<file path="src/rtl/ota_dec_pkg.sv">
// Shared types and constants for the OTA bitstream decimator.
// Consumed by ota_bit_sync and ota_bitstream_decimator via import ota_dec_pkg::*.
package ota_dec_pkg;

  typedef enum logic {
    IDLE = 1'b0,
    ACQ  = 1'b1
  } dec_state_e;

  localparam int unsigned OSR_LOG2_DEFAULT = 6;

  // A window of 2^osr_log2 strobes can hold every count from 0 up to 2^osr_log2 inclusive.
  function automatic int unsigned sample_width(input int unsigned osr_log2);
    return osr_log2 + 1;
  endfunction

endpackage

</file>
<file path="src/rtl/ota_bit_sync.sv">
// Two-flop synchroniser for an OTA loopback bit arriving asynchronously to clk.
// Output lags the input by two clk edges; both stages clear on reset.
module ota_bit_sync
  import ota_dec_pkg::*;
(
  input  logic clk,
  input  logic rst_n,
  input  logic d_i,
  output logic q_o
);

  logic meta_q;
  logic sync_q;

  always_ff @(posedge clk or negedge rst_n) begin
    if (!rst_n) begin
      meta_q <= 1'b0;
      sync_q <= 1'b0;
    end else begin
      // NOTE: non-blocking keeps these as two distinct flops; blocking would collapse the chain.
      meta_q <= d_i;
      sync_q <= meta_q;
    end
  end

  assign q_o = sync_q;

endmodule

</file>
<file path="src/rtl/ota_bitstream_decimator.sv">
// Decimates the OTA 1-bit pulse-density stream into multi-bit samples on a valid/ready port.
// Default build is a sinc1 ones-count; define DECIM_SINC2_EN for a second-order CIC.
module ota_bitstream_decimator
  import ota_dec_pkg::*;
#(
  parameter int unsigned OSR_LOG2 = OSR_LOG2_DEFAULT,
  parameter int unsigned SW       = sample_width(OSR_LOG2)
) (
  input  logic          clk,
  input  logic          rst_n,
  input  logic          bit_in,
  input  logic          bit_stb,
  input  logic          run,
  input  logic          clr_ovr,
  output logic [SW-1:0] sample,
  output logic          sample_valid,
  input  logic          sample_ready,
  output logic          overrun,
  output logic          busy
);

  localparam int unsigned OSR = 1 << OSR_LOG2;

  logic                bit_s;
  dec_state_e          state_q;
  logic [OSR_LOG2-1:0] win_cnt_q;
  logic [SW-1:0]       sample_q;
  logic                valid_q;
  logic                ovr_q;

  logic          take;
  logic          leave;
  logic          win_done;
  logic          xfer;
  logic          res_ok;
  logic [SW-1:0] result;

  ota_bit_sync u_sync (
    .clk   (clk),
    .rst_n (rst_n),
    .d_i   (bit_in),
    .q_o   (bit_s)
  );

  // Strobes only count while acquiring and still enabled; run=0 wins over a coincident strobe.
  assign take     = (state_q == ACQ) && run && bit_stb;
  assign leave    = (state_q == ACQ) && !run;
  assign win_done = take && (win_cnt_q == OSR_LOG2'(OSR - 1));
  assign xfer     = valid_q && sample_ready;

  always_ff @(posedge clk or negedge rst_n) begin
    if (!rst_n) begin
      win_cnt_q <= '0;
    end else if (leave) begin
      win_cnt_q <= '0;
    end else if (take) begin
      win_cnt_q <= win_cnt_q + 1'b1;
    end
  end

`ifdef DECIM_SINC2_EN
  localparam int unsigned IW = 2 * OSR_LOG2 + 1;

  logic [IW-1:0] int1_q, int2_q, dly1_q, dly2_q;
  logic [IW-1:0] int1_d, int2_d, comb1, comb2;
  logic          warm_q;

  // Integrators wrap freely; the comb differences stay exact because the true result fits IW bits.
  assign int1_d = int1_q + IW'(bit_s);
  assign int2_d = int2_q + int1_d;
  assign comb1  = int2_d - dly1_q;
  assign comb2  = comb1 - dly2_q;
  assign result = SW'(comb2 >> OSR_LOG2);
  assign res_ok = win_done && warm_q;

  always_ff @(posedge clk or negedge rst_n) begin
    if (!rst_n) begin
      int1_q <= '0;
      int2_q <= '0;
      dly1_q <= '0;
      dly2_q <= '0;
      warm_q <= 1'b0;
    end else if (leave) begin
      int1_q <= '0;
      int2_q <= '0;
      dly1_q <= '0;
      dly2_q <= '0;
      warm_q <= 1'b0;
    end else if (take) begin
      int1_q <= int1_d;
      int2_q <= int2_d;
      if (win_done) begin
        dly1_q <= int2_d;
        dly2_q <= comb1;
        warm_q <= 1'b1;
      end
    end
  end
`else
  logic [SW-1:0] acc_q;
  logic [SW-1:0] acc_d;

  assign acc_d  = acc_q + SW'(bit_s);
  assign result = acc_d;
  assign res_ok = win_done;

  always_ff @(posedge clk or negedge rst_n) begin
    if (!rst_n) begin
      acc_q <= '0;
    end else if (leave) begin
      acc_q <= '0;
    end else if (take) begin
      acc_q <= win_done ? '0 : acc_d;
    end
  end
`endif

  always_ff @(posedge clk or negedge rst_n) begin
    if (!rst_n) begin
      state_q  <= IDLE;
      sample_q <= '0;
      valid_q  <= 1'b0;
      ovr_q    <= 1'b0;
    end else begin
      if (clr_ovr) ovr_q <= 1'b0;
      unique case (state_q)
        IDLE: begin
          if (run) state_q <= ACQ;
        end
        ACQ: begin
          if (!run) begin
            state_q <= IDLE;
            valid_q <= 1'b0;
          end else begin
            if (xfer) valid_q <= 1'b0;
            // A stalled consumer keeps its sample; the new one is dropped and flagged.
            if (res_ok) begin
              if (valid_q && !sample_ready) begin
                ovr_q <= 1'b1;
              end else begin
                sample_q <= result;
                valid_q  <= 1'b1;
              end
            end
          end
        end
      endcase
    end
  end

  assign sample       = sample_q;
  assign sample_valid = valid_q;
  assign overrun      = ovr_q;
  assign busy         = (state_q == ACQ);

endmodule

</file>
<file path="config.mk">
export PLATFORM = sky130hd
export DESIGN_NAME = ota_bitstream_decimator
export DESIGN_NICKNAME = d
export VERILOG_FILES = /design/src/rtl/ota_dec_pkg.sv /design/src/rtl/ota_bit_sync.sv /design/src/rtl/ota_bitstream_decimator.sv
export SDC_FILE = /design/constraint.sdc
export NUM_CORES = 1
export LEC_CHECK = 0
export CORE_AREA = 2 2 55 57
export CTS_BUF_LIST = sky130_fd_sc_hd__clkbuf_16
export CTS_CLUSTER_SIZE = 12
export DETAILED_ROUTE_END_ITERATION = 8
export DIE_AREA = 0 0 57 59
export GPL_ROUTABILITY_DRIVEN = 0
export PLACE_DENSITY = 0.67
export REMOVE_ABC_BUFFERS = 1
export SYNTH_ARGS = -nofsm -noshare
export SYNTH_HDL_FRONTEND = slang
export SYNTH_SLANG_ARGS = --single-unit
</file>
<file path="constraint.sdc">
create_clock -name clk -period 2.1 [get_ports clk]
set_clock_uncertainty 0.05 [all_clocks]
set_input_delay 0.315 -clock clk [delete_from_list [all_inputs] [get_ports clk]]
set_output_delay 0.315 -clock clk [all_outputs]
set_load 0.05 [all_outputs]
</file>
* After elaboration in Yosys (flattened, before gate mapping)
Index checks and enable logic that the tools add are counted.
** Storage, ports and cells
- Input port bits :: 7
- Output and inout bits :: 10
- Bits in registers :: 25
** Cells by class
- Equal/unequal tests :: 1
- Multiplexer cells :: 15
- Bitwise logic cells :: 1
- Reduce and logical (&&, ||, !) cells :: 10
- Add/sub/neg operators :: 2
** Operators with widths (count)
- 7-bit 2-to-1 mux :: 3
- 6-bit 2-to-1 mux :: 2
- 1-bit 2-to-1 mux :: 10
- 7-bit by 1-bit adder with 7-bit output :: 1
- 6-bit by 1-bit adder with 6-bit output, second input constant :: 1
- 6-bit equality test, second input constant :: 1
- 1-bit logical AND :: 6
- 4-bit AND reduction :: 1
- 1-bit zero test :: 2
- 2-bit nonzero test :: 1
- 1-bit inverter :: 1

* Longest topological paths before layout
- Depth in word-level cells :: 6
- Mapped depth :: 6
- Depth with buffers taken out :: 6

* Modules after synthesis
A second synthesis with hierarchy kept.
** Second synthesis, totals
- Cells, all modules :: 99
- Area, all modules :: 1214.9 um^2
** Modules (own cells, without submodules)
- ota_bitstream_decimator :: seq. area each 575.6 um^2, cells each 97, area each 1164.9 um^2, instances 1
- ota_bit_sync :: seq. area each 50.0 um^2, cells each 2, area each 50.0 um^2, instances 1

* Least setup slack after synthesis
OpenSTA, ideal clock, no wires.
- Path type :: reg2reg
- Start point :: register state_q, in the netlist busy
- End point :: register sample_q[0], in the netlist sample[0]
- Cell stages (with the launch flop) :: 6
- Data arrival time :: 1620 ps
- Period minus slack after synthesis :: 1795 ps
- Path slack :: 305 ps
- Setup time :: 125 ps
- Cells stage by stage :: dfrtp_1 and4_4 nand4_4 nor2b_4 buf_8 mux2_4
** On the way
- Cells in the longest elaborated chain, start to end :: 4
** Ends and longest elaborated chain
- start: declaration :: line ota_bitstream_decimator.sv:25 : dec_state_e state_q;
- start signal: assignment :: line ota_bitstream_decimator.sv:120 : state_q <= IDLE;
- start signal: assignment :: line ota_bitstream_decimator.sv:128 : if (run) state_q <= ACQ;
- start signal: assignment :: line ota_bitstream_decimator.sv:132 : state_q <= IDLE;
- 1-bit logical AND (2 in a row) :: line ota_bitstream_decimator.sv:46 : assign take = (state_q == ACQ) && run && bit_stb;
- 1-bit logical AND :: line ota_bitstream_decimator.sv:48 : assign win_done = take && (win_cnt_q == OSR_LOG2'(OSR - 1));
- 4-bit AND reduction (no source line) *
- end signal: assignment :: line ota_bitstream_decimator.sv:141 : sample_q <= result;
- end: declaration :: line ota_bitstream_decimator.sv:27 : logic [SW-1:0] sample_q;
Every way passes the cells marked *; elsewhere a longest branch is shown, timed or not.
A chain may end at the register's enable or synchronous reset.

* Final worst setup path
- Start point :: register acc_q[0]
- End point :: register sample_q[6], in the netlist sample[6]
** On the way
- Cells in the longest elaborated chain, start to end :: 1
** Ends and longest elaborated chain
- start: declaration :: line ota_bitstream_decimator.sv:100 : logic [SW-1:0] acc_q;
- start signal: assignment :: line ota_bitstream_decimator.sv:113 : acc_q <= win_done ? '0 : acc_d;
- 7-bit by 1-bit adder with 7-bit output :: line ota_bitstream_decimator.sv:103 : assign acc_d = acc_q + SW'(bit_s);
No other way between the ends.

==> impl_summary.md <==
Power
The reported net switching power is 0.222 mW. The internal power of the cells totals 0.793 mW. Per report_power, the sequential group accounts for 50.8% of the total. The static leakage is 0.735 nW. In this run switching power makes up 21.9% of total power. The worst-case IR drop observed on VDD is 0.000390 V. Dividing total power by cell area gives a power density of 674 nW/µm².

The power share of the clock group is 40.2%. The relative contribution of combinational cells to total power is 8.9%.

STA
The remaining max-slew budget at the tightest pin is 55.0%. The time the worst path needs with I/O delays and setup is 1.85 ns. The final-report max-slew violation count is 0. The final count of negative-setup-slack endpoints is 0. The setup TNS after final layout is 0 ns. Timing would allow up to 0.541 GHz.

The slew of the pin with the lowest slew margin is 0.667 ns. The hold violation count in the final report is 0. Setup repair after global routing left no endpoint under its margin. Setup slack on the critical path of the routed design comes to 0.252 ns. The ratio of final minimum period to clock period is 88.0%.

Finish
In the final design database the tool counted 133 nets. The area growth from synthesis to layout is 24.1%. 0 antenna diodes ended up in the layout.

The most frequent standard cell in the layout excluding fill and tap cells is dfrtp_1. Of the cells placed in the final design, the portion with a size suffix greater than 1 is 18.0%. In the layout the commonest cells are dfrtp_1 (25), clkdlybuf4s50_1 (15), nand2_1 (7), mux2_4 (7).

Detailed routing
The routed design uses 1140 µm of met2 wire. The routed metal-1 wirelength is 1010 µm. The vias after detailed routing is 834.

The routed wirelength normalized by instance count is 14.5 µm. The count of nets left with antenna violations once routing finished came out at 0. The highest metal layer carrying signal wires in the routed design is met4. The DRC violation count after routing is 0. The total iterations of the first detailed-routing run is 4.

After the first detailed-routing iteration, the DRC count stood at 15. Wires add up to 2220 µm. The met3 wire length is 62 µm. The post-detailed-route via-to-cell ratio is 5.45.

Setup path
Along the worst path, the maximum fanout reaches 4. The reg-to-reg critical path endpoint is sample[6]. The register-to-register setup slack is 0.25 ns. The signal on the critical path passes through ha_1 -> ha_1 -> and3_1 -> and3_1 -> xor2_1 -> mux2_4. The endpoint required time on the critical path is 2.19 ns. The startpoint identified for the worst register-to-register timing path is acc_q[0]. STA classifies the critical path endpoint as a flip-flop. The cell class contributing the biggest share of worst-path delay is adder cells. Measured in cells, the most critical reg-to-reg path has a length of 6. The count of buffer and inverter cells on the critical path is 0. The classification of the worst setup path is reg -> reg. The nature of the critical path startpoint is a flip-flop. The critical path's slowest cell is dfrtp_1. The largest stage delay on the critical path is 0.38 ns. Data on the critical path arrives at its endpoint at 1.94 ns.

Placement
The count of input and output buffers is 16. Prior to clock tree synthesis, the placed netlist has a worst setup slack of 0.0778 ns. Summed over all nets, the half-perimeter wirelength after detailed placement is 1680 µm.

Global routing
The initial antenna violation count is 0. Global routing consumed, over all layers together, 14.5% of the routing resources. The first-pass GRT wire length is 3860 µm.

The overall overflow remaining after global route is 0. Entering global routing, the biggest net connects 26 pins. The number of global-route vias before repair was 859.

CTS
The TritonCTS buffer count is 3. The CTS root buffer is clkbuf_16. For this design, the sink count on the clock tree is 25. The buffer depth of the longest clock path is 2.

Clock-pin slew was measured on the worst setup and hold paths at 0.06 ns. The TritonCTS clock tree is done. The maximum level of the CTS H-tree is 1. The count of buffers added by post-CTS timing repair for setup is 0. The number of hold buffers added after CTS is 0. The post-cts resize count is 0.

The clock reaches the later pin of the worst-skew pair after 0.25 ns.

Yosys
The prevailing post-synth register cell is dfrtp_1. In this run the cell area of the synthesized design comes to 1210 µm². The cell count after synthesis came out at 99. The synthesized design contains 25 register bits.

The Yosys step of the flow raised 0 warnings. The sequential-to-total area share from yosys stat is 51.5%. For this run, asynchronously set or reset flops after synthesis account for 100%.

In this run the mean area of a mapped cell was 12.3 µm². Yosys mapped a number of flops with a built-in enable equal to 0. The number of distinct library cells after synthesis is 31.

Die
For this configuration, the core starts out at a cell density of 44.8%. The area of the core is 2710 µm². The width of the die is 57 µm.

The site row count is 19. The die is 59 µm tall. The floorplan step defined a die boundary enclosing 3360 µm².

In this run the count of I/O pins placed on the die edge is 17.

Worst hold path
The worst hold path was traced through 0 stages. The startpoint of the most critical hold path is u_sync.meta_q. The sink of the worst hold path is u_sync.q_o. The worst hold path class is reg -> reg.

Status
The run finished with clean final reports.

Flow run
The tool flagged a number of max-cap violations equal to 0.
-- through the flow --
step / utilization (%) / hold WS (ns) / total power, mW / cells / area [µm²]
2_1_floorplan: - / -0.0306 / 0.570 / 97 / 1190
3_3_place_gp: 52.7 / 0.290 / 0.613 / 149 / 1430
3_5_place_dp: 52.7 / 0.286 / 0.618 / 149 / 1430
4_1_cts: 55.6 / 0.299 / 1.03 / 153 / 1510
6_report: 55.6 / 0.296 / 1.02 / 153 / 1510
5_1_grt: 55.6 / 0.305 / 1.06 / 153 / 1510
-- layer usage --
metal	vias up	track usage, %
li1	399	-
met1	423	18.0
met2	10	25.9
met3	2	2.84
met4	0	3.99
met5	-	0
-- registers in the layout, summed over array words and instances (netlist names) --
signal         flops
acc_q              7
sample             7
win_cnt_q          6
busy               1
overrun            1
sample_valid       1
u_sync.meta_q      1
u_sync.q_o         1
-- cells by family (layout without fill, tap and decap cells) --
group | count (synthesis) | in the layout | synth area share [%]
AOI/OAI and AO/OA | 22 | 22 | 12.7
xor gates and xnor gates | 6 | 6 | 4.33
adders and majority gates | 3 | 3 | 3.09
buffers and inverters | 7 | 30 | 3.19
DFF | 25 | 25 | 51.5
muxes | 10 | 10 | 11.2
and+or+nand+nor | 26 | 26 | 14.0
-- worst max path at each step --
stage	start	end	cells past startpoint
final	acc_q[0]	sample[6]	6
after global routing	win_cnt_q[1]	acc_q[2]	5
after CTS	acc_q[0]	sample[6]	6
after detailed placement	bit_stb	sample[2]	5
after global placement	bit_stb	sample[6]	5
after floorplan	busy	sample[0]	4
-- cells in the mapped netlist, types with 3 or more instances --
master,n,share of area (%)
mux2_4,7,8.7
nand2_1,7,2.2
dfrtp_1,25,51
inv_1,5,1.5
nand3_1,5,2.1
ha_1,3,3.1
o21ai_0,6,2.5
xor2_1,4,2.9
a21oi_1,4,1.6
a22o_1,5,3.6
and3_1,3,1.5
-- final cells by class --
cell class,instances,area (µm²)
Timing Repair Buffer,21,195
Clock inverter,1,3.75
Fill cell,248,1200
Clock buffer,3,75.1
Tap cell,31,38.8
Sequential cell,25,626
Inverter,5,18.8
Multi-Input combinational cell,67,551
-- worst reg2reg max path, delay by kind of cell, from the launching register on --
kind                       cells  cell delay (ns)
xor gates and xnor gates       1             0.15
adders and majority gates      2             0.46
DFF                            1             0.38
muxes                          1             0.26
and+or+nand+nor                2             0.44
-- power by group through the flow --
| stage | registers, mW | logic [mW] | clock network, mW |
|---|---|---|---|
| floorplan | 0.525 | 0.0450 | 0 |
| global placement | 0.525 | 0.0886 | 0 |
| detailed placement | 0.525 | 0.0929 | 0 |
| CTS | 0.516 | 0.0931 | 0.416 |
| global route | 0.519 | 0.101 | 0.438 |
| finish | 0.516 | 0.0909 | 0.409 |
No activity file was read; power rests on OpenSTA's default activity.
